### src/rtl/clk_div_gen_if.sv
// Configuration port of the clock divider: a valid/ready handshake carrying
// the target channel, its divide ratio and its enable state.
interface clk_div_gen_if #(
    parameter int NUM_CH = 4,
    parameter int DIV_W  = 16
);
    localparam int CH_W = (NUM_CH > 1) ? $clog2(NUM_CH) : 1;

    logic              cfg_valid;
    logic              cfg_ready;
    logic [CH_W-1:0]   cfg_ch;
    logic [DIV_W-1:0]  cfg_div;
    logic              cfg_en;

    modport master (
        output cfg_valid,
        output cfg_ch,
        output cfg_div,
        output cfg_en,
        input  cfg_ready
    );

    modport slave (
        input  cfg_valid,
        input  cfg_ch,
        input  cfg_div,
        input  cfg_en,
        output cfg_ready
    );
endinterface

### src/rtl/clk_div_gen.sv
// Multi-channel programmable clock divider. Each channel produces a registered
// divided clock with period D (D>>1 cycles high, the rest low). New settings are
// parked in a per-channel pending slot and only take effect when the channel is
// idle or at a period boundary, so an output never shows a runt pulse. A shared
// sync strobe realigns all running channels so they rise together.
module clk_div_gen #(
    parameter int NUM_CH      = 4,
    parameter int DIV_W       = 16,
    parameter int DEFAULT_DIV = 4
) (
    input  logic              clk,
    input  logic              rst_n,
    clk_div_gen_if.slave      cfg,
    input  logic              sync,
    output logic [NUM_CH-1:0] clk_out,
    output logic [NUM_CH-1:0] ch_active
);
    localparam int CH_W = (NUM_CH > 1) ? $clog2(NUM_CH) : 1;
    localparam logic [DIV_W-1:0] MIN_DIV   = DIV_W'(2);
    localparam logic [DIV_W-1:0] ONE       = DIV_W'(1);
    localparam logic [DIV_W-1:0] RESET_DIV = (DEFAULT_DIV < 2) ? DIV_W'(2) : DIV_W'(DEFAULT_DIV);

    logic [NUM_CH-1:0] pend_valid;
    logic [DIV_W-1:0]  cfg_div_clamped;
    logic              ready;
    logic              xfer;

    // Ratios below 2 cannot form a clock; clamp to the fastest legal rate.
    assign cfg_div_clamped = (cfg.cfg_div < MIN_DIV) ? MIN_DIV : cfg.cfg_div;

    // Ready reflects the addressed channel's pending slot; unknown indices
    // always accept so a stray request cannot stall the port.
    always_comb begin
        ready = 1'b1;
        for (int i = 0; i < NUM_CH; i++) begin
            if (cfg.cfg_ch == CH_W'(i)) begin
                ready = !pend_valid[i];
            end
        end
    end

    assign cfg.cfg_ready = ready;
    assign xfer          = cfg.cfg_valid && ready;

    for (genvar gi = 0; gi < NUM_CH; gi++) begin : g_ch
        logic [DIV_W-1:0] div_q;
        logic [DIV_W-1:0] div_next;
        logic [DIV_W-1:0] cnt;
        logic [DIV_W-1:0] cnt_next;
        logic [DIV_W-1:0] pend_div;
        logic             pend_en;
        logic             pend_v;
        logic             en_q;
        logic             en_next;
        logic             start_q;
        logic             start_next;
        logic             clk_q;
        logic             clk_next;
        logic             load;
        logic             boundary;
        logic             apply;

        // start_q marks the single settle cycle after an idle channel is
        // enabled; the first high cycle follows it, so no period is shortened.
        assign load     = xfer && (cfg.cfg_ch == CH_W'(gi));
        assign boundary = en_q && !start_q && (cnt == div_q - ONE);
        assign apply    = pend_v && (!en_q || boundary);

        // Next phase counter, settings and output level for this channel.
        always_comb begin
            div_next   = div_q;
            en_next    = en_q;
            cnt_next   = cnt;
            start_next = start_q;
            clk_next   = clk_q;
            if (apply) begin
                div_next   = pend_div;
                en_next    = pend_en;
                cnt_next   = '0;
                start_next = pend_en && !en_q;
                // Stopping or freshly starting channels stay low; a boundary
                // update opens the first period at the new ratio.
                clk_next   = pend_en && en_q && (cnt_next < (pend_div >> 1));
            end else if (en_q) begin
                if (sync || start_q) begin
                    cnt_next   = '0;
                    start_next = 1'b0;
                end else begin
                    cnt_next = boundary ? '0 : cnt + ONE;
                end
                clk_next = (cnt_next < (div_q >> 1));
            end
        end

        // Pending slot: loaded by a transfer, released when applied.
        always_ff @(posedge clk or negedge rst_n) begin
            if (!rst_n) begin
                pend_v   <= 1'b0;
                pend_div <= RESET_DIV;
                pend_en  <= 1'b0;
            end else if (load) begin
                pend_v   <= 1'b1;
                pend_div <= cfg_div_clamped;
                pend_en  <= cfg.cfg_en;
            end else if (apply) begin
                pend_v   <= 1'b0;
            end
        end

        // Channel state register.
        always_ff @(posedge clk or negedge rst_n) begin
            if (!rst_n) begin
                div_q   <= RESET_DIV;
                en_q    <= 1'b0;
                cnt     <= '0;
                start_q <= 1'b0;
                clk_q   <= 1'b0;
            end else begin
                div_q   <= div_next;
                en_q    <= en_next;
                cnt     <= cnt_next;
                start_q <= start_next;
                clk_q   <= clk_next;
            end
        end

        assign clk_out[gi]    = clk_q;
        assign ch_active[gi]  = en_q;
        assign pend_valid[gi] = pend_v;
    end
endmodule

### src/flat_wrapper.sv
// flat-port wrapper written by rule: the top's interface ports become plain ports
module clk_div_gen_flat 
#(
    parameter int NUM_CH      = 4,
    parameter int DIV_W       = 16,
    parameter int DEFAULT_DIV = 4
)
  (clk, rst_n, sync, clk_out, ch_active, cfg_cfg_valid, cfg_cfg_ch, cfg_cfg_div, cfg_cfg_en, cfg_cfg_ready);
  clk_div_gen_if #(.NUM_CH(NUM_CH), .DIV_W(DIV_W)) cfg_i ();
  input  logic clk;
  input  logic rst_n;
  input  logic sync;
  output logic [NUM_CH-1:0] clk_out;
  output logic [NUM_CH-1:0] ch_active;
  input wire logic [$bits(cfg_i.cfg_valid)-1:0] cfg_cfg_valid;
  input wire logic [$bits(cfg_i.cfg_ch)-1:0] cfg_cfg_ch;
  input wire logic [$bits(cfg_i.cfg_div)-1:0] cfg_cfg_div;
  input wire logic [$bits(cfg_i.cfg_en)-1:0] cfg_cfg_en;
  output wire logic [$bits(cfg_i.cfg_ready)-1:0] cfg_cfg_ready;
  assign cfg_i.cfg_valid = cfg_cfg_valid;
  assign cfg_i.cfg_ch = cfg_cfg_ch;
  assign cfg_i.cfg_div = cfg_cfg_div;
  assign cfg_i.cfg_en = cfg_cfg_en;
  assign cfg_cfg_ready = cfg_i.cfg_ready;
  clk_div_gen #(.NUM_CH(NUM_CH), .DIV_W(DIV_W), .DEFAULT_DIV(DEFAULT_DIV)) u_core (.clk(clk), .rst_n(rst_n), .cfg(cfg_i), .sync(sync), .clk_out(clk_out), .ch_active(ch_active));
endmodule
### config.mk
export PLATFORM = sky130hd
export DESIGN_NAME = clk_div_gen_flat
export DESIGN_NICKNAME = d
export VERILOG_FILES = /design/src/rtl/clk_div_gen_if.sv /design/src/rtl/clk_div_gen.sv /design/src/flat_wrapper.sv
export SDC_FILE = /design/constraint.sdc
export NUM_CORES = 1
export LEC_CHECK = 0
export ABC_AREA = 0
export CAP_MARGIN = 20
export CORE_MARGIN = 5
export CORE_UTILIZATION = 55
export DETAILED_ROUTE_END_ITERATION = 7
export PLACE_DENSITY = 0.71
export SYNTH_ARGS = -nofsm -noshare
export SYNTH_HDL_FRONTEND = slang
export SYNTH_SLANG_ARGS = --single-unit
### constraint.sdc
create_clock -name clk -period 4.7 [get_ports clk]
set_input_delay 0.47 -clock clk [delete_from_list [all_inputs] [get_ports clk]]
set_output_delay 0.47 -clock clk [all_outputs]
set_load 0.005 [all_outputs]
==> qor.txt, run 1 <==
Status - finished with violations
Failing checks - hold timing
Final Instance Area - 15300 µm²
Worst Tran Pin Value - 1.09 ns
P_int - 4.88 mW
Share of synthesized registers carrying an async set or reset - 1.00
Later-pin clock latency in the skew report - 0.54 ns
Sequential area share after synthesis - 0.382
Comb power frac - 0.360
DRT iter0 DRCs - 996
Final ANT Viol Nets - 0
Placed insts - 1870
Wire per inst - 19.0 µm
RSZ-0062 raised after global routing - true
CTS HTree Levels - 1
Die Wd - 169 µm
Port Buf Inserts - 31
Finished Layout Cells - 1915
Initial antenna violation count - 0
CTS clock-pin slew for the worst setup and hold paths - 0.06 ns
Grt ovf - 0
Clk root buf - clkbuf_16
Placement row count - 58
Max Clock Skew - 0.0219 ns
Vias in the first global route - 11200
Crit path DAT - 4.93 ns
Io pins - 32
Crit path cell chain - or4_1 > or4_1 > a22oi_1 > nand4_1 > a2111o_1 > nand2_2 > nor2_1 > ha_1 > a21o_1 > a21oi_1 > nor2b_1 > o21ai_0 > nand4b_1 > nor2_1 > nand2_1 > o21ai_0
Tmin final - 4.47 ns
Critical Path Fanout Max - 13
Routability cong. - 0.938
Fmax - 224 MHz
CTS buffer count - 24
Clock Path Buffers - 3
Slack of the worst reg-to-reg path - 0.23 ns
Ant. Diodes - 0
GRT Total Usage - 0.251
DR vias/cell - 6.13
Initial Utilization - 0.556
Chip Height - 169 µm
Total of max-cap violations - 0
Core Util, Final - 0.610
HP Class - in -> async
Startpoint types - register
Psw - 3.07 mW
Worst vdd ir - 0.337 mV
Critical path endpoint category - register
Fillers - 2172
Wire length of the first global-routing pass - 59100 µm
CORE AREA - 25000 µm²
Critical Path Max Stage Delay - 0.68 ns
Maximum number of pins on one net before global-route repair - 103
Die area - 28600 µm²
Final Power - 7.95 mW
Syn avg cell area - 8.77 µm²
Final Hold Vio Count - 13
Clk sinks - 212
Switching share of power - 0.386
Worst path required time - 5.16 ns
DP HPWL - 26600 µm
Hold_ws - -0.0604 ns
DRC - 0
Reg power frac - 0.392
Total number of vias - 11700
Final Slew Violations - 0
Critical Path Slowest Stage Cell - or4_1
Post-Syn Instances - 1588
EDFF count, synth - 0
Ys flop type - dfrtp_1
Area Growth Syn to Fin - 9.58%
CTS tree - yes
First drt pass iteration count - 6
Placed cell areas - 14400 µm²
Synthesized flop and latch total - 212
Crit share post-route - 0.951
Final setup violating endpoints - 0
Synth cell types - 83
Layout cell share with drive strength beyond 1 - 0.114
Syn. warnings - 0
Power Dens Cells - 521 nW/µm²
Buffer count from post-CTS setup fixing - 0
Final WL - 36300 µm
Slew margin rel. - 0.273
Net count after synthesis - 1675
Nets@finish - 1654
P_leak - 6.81 nW
CP Class - reg -> reg
Syn Std Cell Area - 13900 µm²
Clock share of power - 0.247
==> layout make-up <==
class	count	area, µm²	area share
multi-input combinational	1183	7850	0.514
tap	330	413	0.0271
clock buffer	29	649	0.0425
timing repair buffer	60	531	0.0348
inverter	86	323	0.0211
clock inverter	15	185	0.0121
sequential	212	5320	0.348
==> metrics by stage <==
stage,setup WS [ns],TNS [ns]
after floorplan,0.168,0
after CTS,0.130,0
after global routing,-0.0744,-0.0744
after detailed placement,0.140,0
final,0.230,0
after global placement,0.182,0
==> kinds of logic (layout without fill, tap and decap cells) <==
logic type               count (synthesis)  count (layout)  synth area share
XOR/XNOR                               106             106            0.0666
AO/OA/AOI/OAI                          328             328             0.154
multiplexers                            73              73            0.0601
buffers and inverters                  193             190            0.0574
flip-flops                             212             212             0.382
adder cells (fa/ha/maj)                 64              64            0.0575
AND/OR/NAND/NOR                        612             612             0.223
==> cells in the final DEF, fill, tap and decap left out, types with 13 or more instances in the layout <==
cell and count:
dfrtp_1 203, nand2_1 170, nor2_1 121, o21ai_0 111, inv_1 86, ha_1 64, xnor2_1 60, a21oi_1 59
nand3_1 54, mux2_2 53, xor2_1 46, nor3_1 44, nor4_1 40, nand4_1 37, a21o_1 36, clkdlybuf4s50_1 30
buf_4 28, and3_1 25, clkbuf_16 24, or2_2 17, nand2b_1 13, a221o_1 13
==> critical path: cells and delay by family (launching register included) <==
| family | cells | cell delay (ns) |
|---|---|---|
| flip-flops | 1 | 0.47 |
| AO/OA/AOI/OAI | 6 | 1.47 |
| adder cells (fa/ha/maj) | 1 | 0.30 |
| AND/OR/NAND/NOR | 9 | 2.16 |
==> layer usage <==
metal  share of wire  vias to the layer above  wire length (µm)  track usage
met4           0.024                        0               862       0.0700
met1            0.46                     5802             16700        0.361
met3           0.043                       54              1560       0.0263
met2            0.47                      282             17200        0.405
met5               0                        -                 0            0
li1                -                     5608                 -            -
==> worst paths after layout <==
check,start,to,cells past startpoint
worst min-delay path,rst_n,u_core.g_ch[0].cnt[8],1
min in group clk,u_core.g_ch[0].pend_div[2],u_core.g_ch[0].pend_div[2],2
worst max register to register,u_core.g_ch[2].div_q[3],u_core.g_ch[2].clk_q,16
max in group asynchronous,rst_n,u_core.g_ch[2].clk_q,2
worst max-delay path,u_core.g_ch[2].div_q[3],u_core.g_ch[2].clk_q,16
worst min register to register,u_core.g_ch[0].pend_div[2],u_core.g_ch[0].pend_div[2],2
==> synth_stat cells (all sizes together) (14+ instances only) <==
master,number,share of area
a21o,36,0.019
a21oi,59,0.021
and3,25,0.011
buf,27,0.012
clkbuf,80,0.022
dfrtp,204,0.37
ha,64,0.057
inv,86,0.023
mux2,61,0.051
nand2,173,0.047
nand2b,14,0.0068
nand3,54,0.019
nand4,37,0.017
nor2,121,0.033
nor3,44,0.016
nor3b,14,0.0075
nor4,41,0.019
o21ai,115,0.041
or2,17,0.0076
xnor2,60,0.038
xor2,46,0.029
==> state kept, by name (all words and copies together), names as in the netlist <==
register and count:
u_core.g_ch.div_q 64, u_core.g_ch.pend_v 4, u_core.g_ch.clk_q 4, u_core.g_ch.cnt 64
u_core.g_ch.pend_en 4, u_core.g_ch.start_q 4, u_core.g_ch.en_q 4, u_core.g_ch.pend_div 64
==> power groups by stage <==
stage | clock network [mW] | registers [mW] | logic (mW)
final | 1.96 | 3.12 | 2.87
after global routing | 2.07 | 3.20 | 3.18
after detailed placement | 0 | 3.12 | 2.81
after global placement | 0 | 3.11 | 2.75
after floorplan | 0 | 2.78 | 2.27
after CTS | 2.00 | 3.09 | 2.83
==> repair_timing <==
item,4_1_cts,5_1_grt
resized for setup,0,7
endpoints found under the hold margin,0,0
endpoints found under the setup margin,0,4
hold buffers,0,0
No activity file was read; power rests on OpenSTA's default activity.
==> inputs of run 2 (changes only) <==
- ABC_AREA: 0 -> 1
==> run 2 against run 1 <==
Against the previous run: the run now ends clean; hold slack better by 0.081 ns; largest cell class unchanged; die area is 2.1% lower; first-iteration DRC count is 8.4% lower; clock-buffer cell count is 4 higher; non-clock buffer count is 25 lower; clock skew is 0.012 ns lower; final cell count is 18% higher; clock power is 7% higher; sequential power is 6.7% lower; design area is 1.3% lower; synthesized cell count is 19% higher; wire length is 4.5% lower; largest power group is now combinational logic.
==> qor.txt, run 2 <==
Status - completed (was finished with violations)
P_int - 4.82 mW (was 4.88 mW)
Post-CTS Resized - 0 (unchanged)
Syn. warnings - 0 (unchanged)
First drt pass iteration count - 5 (was 6)
Area of the multi-input gates - 6820 µm² (was 7850 µm²)
Clock Path Buffers - 3 (unchanged)
GRT Total Usage - 0.246 (was 0.251)
Die area - 28000 µm² (was 28600 µm²)
Final setup violating endpoints - 0 (unchanged)
CP Class - reg -> reg (unchanged)
Grt ovf - 0 (unchanged)
Largest registers - u_core.g_ch.cnt x64, u_core.g_ch.div_q x64, u_core.g_ch.pend_div x64 (unchanged)
Synth cell types - 47 (was 83)
Initial Utilization - 0.560 (was 0.556)
Fmax - 280 MHz (was 224 MHz)
FF-to-FF Start - u_core.g_ch[1].div_q[0] (was u_core.g_ch[2].div_q[3])
Buffer count from post-CTS setup fixing - 0 (unchanged)
Worst path required time - 5.17 ns (was 5.16 ns)
Switching share of power - 0.426 (was 0.386)
Crit path DAT - 4.04 ns (was 4.93 ns)
Psw - 3.57 mW (was 3.07 mW)
CTS Hold Bufs - 0 (unchanged)
DRC - 0 (unchanged)
Io pins - 32 (unchanged)
Net count after synthesis - 1982 (was 1675)
Worst setup margin - 1.13 ns (was 0.230 ns)
R2R depth - 25 (was 16)
Share of synthesized registers carrying an async set or reset - 1.00 (unchanged)
Clock share of power - 0.251 (was 0.247)
Layout cell share with drive strength beyond 1 - 0.0627 (was 0.114)
P_leak - 7.74 nW (was 6.81 nW)
Power Dens Cells - 557 nW/µm² (was 521 nW/µm²)
Area Growth Syn to Fin - 10.7% (was 9.58%)
Sequential area share after synthesis - 0.390 (was 0.382)
Core Util, Final - 0.620 (was 0.610)
DR vias/cell - 5.39 (was 6.13)
Clk root buf - clkbuf_16 (unchanged)
EDFF count, synth - 0 (unchanged)
Crit share post-route - 0.759 (was 0.951)
Placement row count - 57 (was 58)
Wire per inst - 15.4 µm (was 19.0 µm)
Total of max-cap violations - 0 (unchanged)
Setup TNS - 0 ns (unchanged)
Routability cong. - 0.897 (was 0.938)
Ys flop type - dfrtp_1 (unchanged)
Max Clock Skew - 0.00989 ns (was 0.0219 ns)
Place WS - 1.18 ns (was 0.140 ns)
Final ANT Viol Nets - 0 (unchanged)
Critical Path Max Stage Delay - 0.38 ns (was 0.68 ns)
HP Class - in -> async (unchanged)
Slew margin rel. - 0.341 (was 0.273)
Clk sinks - 212 (unchanged)
Die Wd - 167 µm (was 169 µm)
Most frequent cells in the layout - 516 x nand2_1, 324 x inv_1, 204 x dfrtp_1 (was 203 x dfrtp_1, 170 x nand2_1, 121 x nor2_1)
Worst vdd ir - 0.387 mV (was 0.337 mV)
Later-pin clock latency in the skew report - 0.52 ns (was 0.54 ns)
Synth area leader - dfrtp_1 (unchanged)
Critical Path Fanout Max - 14 (was 13)
Startpoint types - register (unchanged)
Nets@finish - 2000 (was 1654)
Maximum number of pins on one net before global-route repair - 125 (was 103)
Port Buf Inserts - 31 (unchanged)
Comb power frac - 0.402 (was 0.360)
Wire length of the first global-routing pass - 57900 µm (was 59100 µm)
DP HPWL - 25700 µm (was 26600 µm)
Sequential cell area - 5320 µm² (about the same)
CTS buffer count - 25 (was 24)
Synthesized flop and latch total - 212 (unchanged)
Critical Path Slowest Stage Cell - dfrtp_1 (was or4_1)
Reg power frac - 0.347 (was 0.392)
Post-Syn Instances - 1895 (was 1588)
Worst Tran Pin Value - 0.989 ns (was 1.09 ns)
Top cell type's share of synthesized area - 0.375 (was 0.366)
Fillers - 2174 (was 2172)
Most common cell in the synthesized netlist - nand2_1 (was dfrtp_1)
Final Slew Violations - 0 (unchanged)
Syn Std Cell Area - 13600 µm² (was 13900 µm²)
Total number of vias - 12100 (was 11700)
Final Power - 8.39 mW (was 7.95 mW)
Main area contributors after synthesis - dfrtp_1 38%, nand2_1 14%, inv_1 8.9% (was dfrtp_1 37%, ha_1 5.7%, nand2_1 4.6%)
CORE AREA - 24300 µm² (was 25000 µm²)
Syn avg cell area - 7.18 µm² (was 8.77 µm²)
Tmin final - 3.57 ns (was 4.47 ns)
Chip Height - 167 µm (was 169 µm)
Post-synth top cells - 516 x nand2_1, 324 x inv_1, 204 x dfrtp_1 (was 204 x dfrtp_1, 172 x nand2_1, 121 x nor2_1)
CTS clock-pin slew for the worst setup and hold paths - 0.06 ns (about the same)
Crit-path most repeated cell - nand2_1
Final WL - 34700 µm (was 36300 µm)
Critical path endpoint category - register (unchanged)
RR Endpoint - u_core.g_ch[1].clk_q (was u_core.g_ch[2].clk_q)
Final Hold Vio Count - 0 (was 13)
Initial antenna violation count - 0 (unchanged)
DRT iter0 DRCs - 912 (was 996)
CTS HTree Levels - 1 (unchanged)
Ant. Diodes - 0 (unchanged)
CTS tree - yes (unchanged)
Vias in the first global route - 11800 (was 11200)
RSZ-0062 raised after global routing - false (was true)
Commonest non-fill, non-tap cell in the layout - nand2_1 (was dfrtp_1)
Slack of the worst reg-to-reg path - 1.13 ns (was 0.23 ns)
-- run 2: cells by family (layout without fill, tap and decap cells) --
group / count (synthesis) / after routing / share of synthesized area
buffers and inverters: 382 / 418 / 0.109
flip-flops: 212 / 212 / 0.390
AO/OA/AOI/OAI: 286 / 286 / 0.117
adder cells (fa/ha/maj): 64 / 64 / 0.0588
multiplexers: 1 / 1 / 0.000827
AND/OR/NAND/NOR: 886 / 886 / 0.283
XOR/XNOR: 64 / 64 / 0.0412
-- run 2: cell type report --
class                   count  share of cell area
clock buffers              33              0.0475
clock inverters            12              0.0123
multi-input cells        1301               0.453
flip-flops and latches    212               0.353
inverters                 338              0.0842
repair buffers             35              0.0237
well taps                 324              0.0269
-- run 2: power by group through the flow --
| stage | registers, mW | logic [mW] | clock network, mW |
|---|---|---|---|
| 2_1_floorplan | 2.75 | 2.59 | 0 |
| 3_3_place_gp | 2.92 | 3.26 | 0 |
| 3_5_place_dp | 2.92 | 3.34 | 0 |
| 4_1_cts | 2.90 | 3.37 | 2.14 |
| 5_1_grt | 2.98 | 3.87 | 2.23 |
| 6_report | 2.91 | 3.38 | 2.10 |
-- run 2: per-stage QoR --
stage	hold slack [ns]	area, µm²	cells
3_5_place_dp	0.474	14200	2210
6_report	0.0204	15100	2255
3_3_place_gp	0.466	14200	2210
4_1_cts	0.116	15100	2255
5_1_grt	0.166	15100	2255
2_1_floorplan	0.174	13600	1895
-- run 2: critical path: cells and delay by family (launching register included) --
| family | cells | cell delay [ns] |
|---|---|---|
| AOI/OAI and AO/OA | 5 | 0.71 |
| adders and majority gates | 2 | 0.57 |
| buffers and inverters | 3 | 0.41 |
| DFF | 1 | 0.38 |
| and+or+nand+nor | 15 | 1.46 |
-- run 2: metal layers --
layer,wire (µm),track usage,up-vias
met1,15500,0.336,5692
met2,16100,0.408,322
met3,2250,0.0424,70
met4,875,0.0677,0
met5,0,0,-
li1,-,-,6064
-- run 2: worst max path at each step --
stage	startpoint	to	slack (ns)	depth (start not counted)
2_1_floorplan	u_core.g_ch[1].div_q[0]	u_core.g_ch[1].clk_q	1.68	26
6_report	u_core.g_ch[1].div_q[0]	u_core.g_ch[1].clk_q	1.13	25
3_5_place_dp	u_core.g_ch[1].div_q[0]	u_core.g_ch[1].clk_q	1.18	25
4_1_cts	u_core.g_ch[1].div_q[0]	u_core.g_ch[1].clk_q	1.15	25
3_3_place_gp	u_core.g_ch[1].div_q[0]	u_core.g_ch[1].clk_q	1.28	25
5_1_grt	u_core.g_ch[1].div_q[1]	u_core.g_ch[1].clk_q	0.67	25
==> inputs of run 3 (changes only) <==
- PLACE_DENSITY: 0.71 -> 0.68
- clock period: 4.7 -> 3.7 ns (I/O delays scaled with it)
==> run 3 against run 2 <==
Against the previous run: design area rose by 0.66%; highest routed layer unchanged; via count rose by 0.26%; clock-buffer cell count rose by 2; critical path type unchanged; register-to-register slack got worse by 0.83 ns; combinational power rose by 29%; power rose by 26%; final cell count rose by 0.98%; the flow now finishes with violations (DRC); largest cell class unchanged.
==> qor.txt, run 3 (same netlist as run 2, synthesis figures left out) <==
Wire length of the first global-routing pass - 58200 µm (was 57900 µm)
Total number of vias - 12200 (was 12100)
Core Util, Final - 0.624 (was 0.620)
DRC - 2 (was 0)
Clock share of power - 0.237 (was 0.251)
Finished Layout Cells - 2277 (was 2255)
CTS clock-pin slew for the worst setup and hold paths - 0.06 ns (about the same)
Placed cell areas - 14300 µm² (was 14200 µm²)
Routability cong. - 0.885 (was 0.897)
DP HPWL - 26200 µm (was 25700 µm)
RSZ-0062 raised after global routing - false (unchanged)
CTS buffer count - 25 (unchanged)
Switching share of power - 0.426 (about the same)
GRT Total Usage - 0.248 (was 0.246)
Most frequent cells in the layout - 516 x nand2_1, 321 x inv_1, 204 x dfrtp_1 (was 516 x nand2_1, 324 x inv_1, 204 x dfrtp_1)
Worst Tran Pin Value - 0.886 ns (was 0.989 ns)
Status - finished with violations (was completed)
HP Class - in -> async (unchanged)
Final Slew Violations - 0 (unchanged)
Worst setup margin - 0.297 ns (was 1.13 ns)
Vias in the first global route - 11800 (about the same)
Hold_ws - 0.460 ns (was 0.0204 ns)
Area Growth Syn to Fin - 11.4% (was 10.7%)
Io pins - 32 (unchanged)
Placed insts - 2227 (was 2210)
Failing checks - DRC
Final Instance Area - 15200 µm² (was 15100 µm²)
Largest registers - u_core.g_ch.cnt x64, u_core.g_ch.div_q x64, u_core.g_ch.pend_div x64 (unchanged)
Clock Path Buffers - 3 (unchanged)
CTS HTree Levels - 1 (unchanged)
Maximum number of pins on one net before global-route repair - 98 (was 125)
Final setup violating endpoints - 0 (unchanged)
Clk root buf - clkbuf_16 (unchanged)
First drt pass iteration count - 8 (was 5)
Final Hold Vio Count - 0 (unchanged)
Clk sinks - 212 (unchanged)
Initial antenna violation count - 0 (unchanged)
Critical path endpoint category - register (unchanged)
Die area - 28000 µm² (unchanged)
Commonest non-fill, non-tap cell in the layout - nand2_1 (unchanged)
P_leak - 7.81 nW (was 7.74 nW)
Worst vdd ir - 0.560 mV (was 0.387 mV)
Crit path DAT - 3.87 ns (was 4.04 ns)
Grt ovf - 0 (unchanged)
FF-to-FF Start - u_core.g_ch[0].div_q[0] (was u_core.g_ch[1].div_q[0])
Die Wd - 167 µm (unchanged)
Chip Height - 167 µm (unchanged)
Power Dens Cells - 696 nW/µm² (was 557 nW/µm²)
Crit share post-route - 0.920 (was 0.759)
P_int - 6.06 mW (was 4.82 mW)
Initial Utilization - 0.560 (unchanged)
DR vias/cell - 5.35 (was 5.39)
CP Launch Point - u_core.g_ch[0].div_q[0] (was u_core.g_ch[1].div_q[0])
Place WS - 0.179 ns (was 1.18 ns)
Final Power - 10.6 mW (was 8.39 mW)
Tmin final - 3.40 ns (was 3.57 ns)
Max Clock Skew - 0.00862 ns (was 0.00989 ns)
Worst path required time - 4.16 ns (was 5.17 ns)
DRT iter0 DRCs - 770 (was 912)
CTS tree - yes (unchanged)
Critical Path Fanout Max - 8 (was 14)
Port Buf Inserts - 31 (unchanged)
Final ANT Viol Nets - 0 (unchanged)
Setup TNS - 0 ns (unchanged)
Ant. Diodes - 0 (unchanged)
Later-pin clock latency in the skew report - 0.52 ns (about the same)
CP Class - reg -> reg (unchanged)
Nets@finish - 2022 (was 2000)
Comb power frac - 0.414 (was 0.402)
Fmax - 294 MHz (was 280 MHz)
Placement row count - 57 (unchanged)
Total of max-cap violations - 0 (unchanged)
CORE AREA - 24300 µm² (unchanged)
Slew margin rel. - 0.408 (was 0.341)
Final WL - 35000 µm (was 34700 µm)
Layout cell share with drive strength beyond 1 - 0.0722 (was 0.0627)
Fillers - 2273 (was 2174)
Psw - 4.50 mW (was 3.57 mW)
Startpoint types - register (unchanged)
Wire per inst - 15.4 µm (about the same)
Reg power frac - 0.349 (was 0.347)
## run 3: cell count changes in the layout (fill, tap and decap cells not counted), sizes merged
| cell | change |
|---|---|
| clkinv | +2 |
| clkinvlp | -2 |
| buf | +21 |
| clkbuf | +2 |
| inv | -1 |
| bufinv | -1 |
| dlygate4sd3 | +1 |
## run 3: layout make-up
cell class / count / area [µm²] / share of cell area
well taps: 324 / 405 / 0.0267
multi-input cells: 1301 / 6830 / 0.451
repair buffers: 57 / 513 / 0.0338
clock buffers: 35 / 693 / 0.0457
flip-flops and latches: 212 / 5320 / 0.350
inverters: 338 / 1270 / 0.0839
clock inverters: 10 / 135 / 0.00891
## run 3: power by group through the flow
stage	registers, mW	logic [mW]	clock network [mW]
4_1_cts	3.68	4.33	2.55
2_1_floorplan	3.49	3.29	0
3_3_place_gp	3.70	4.20	0
6_report	3.69	4.37	2.50
5_1_grt	3.78	5.00	2.65
3_5_place_dp	3.71	4.30	0
## run 3: routing by layer
metal	GRT usage	wire (µm)
met1	0.352	16200
met2	0.400	15900
met3	0.0387	2160
met4	0.0635	743
met5	0	0
## run 3: critical path, cell delays in order, from the launching register on
cell and delay (ns):
dfrtp_1 0.40, inv_1 0.10, ha_1 0.31, nand2_1 0.07, nand3_1 0.07, nor2_1 0.14
nand2_1 0.09, nor2_1 0.11, nand3b_1 0.09, nor2_1 0.14, nand3_2 0.15, nand2_1 0.14
inv_1 0.18, nand2_1 0.13, inv_1 0.05, ha_1 0.28, a21oi_1 0.13, o21ai_0 0.09
o21a_1 0.17, nor2_1 0.11, o211ai_1 0.10, a21oi_1 0.14, nand2_1 0.07, nand2_1 0.06
## run 3: worst paths after layout
path | to | slack [ns] | depth (start not counted)
setup / recovery | u_core.g_ch[0].clk_q | 0.30 | 23
hold / removal | u_core.g_ch[3].cnt[5] | 0.46 | 2
setup reg to reg | u_core.g_ch[0].clk_q | 0.30 | 23
hold reg to reg | u_core.g_ch[3].div_q[12] | 0.48 | 2
max in group asynchronous | u_core.g_ch[0].pend_div[2] | 2.20 | 3
min in group clk | u_core.g_ch[3].div_q[12] | 0.48 | 2
## run 3: repair_timing
action | 4_1_cts | 5_1_grt
hold endpoints to repair | 88 | 0
buffers inserted | 0 | 4
setup endpoints to repair | 0 | 1
hold buffers | 1 | 0
resized for setup | 0 | 5
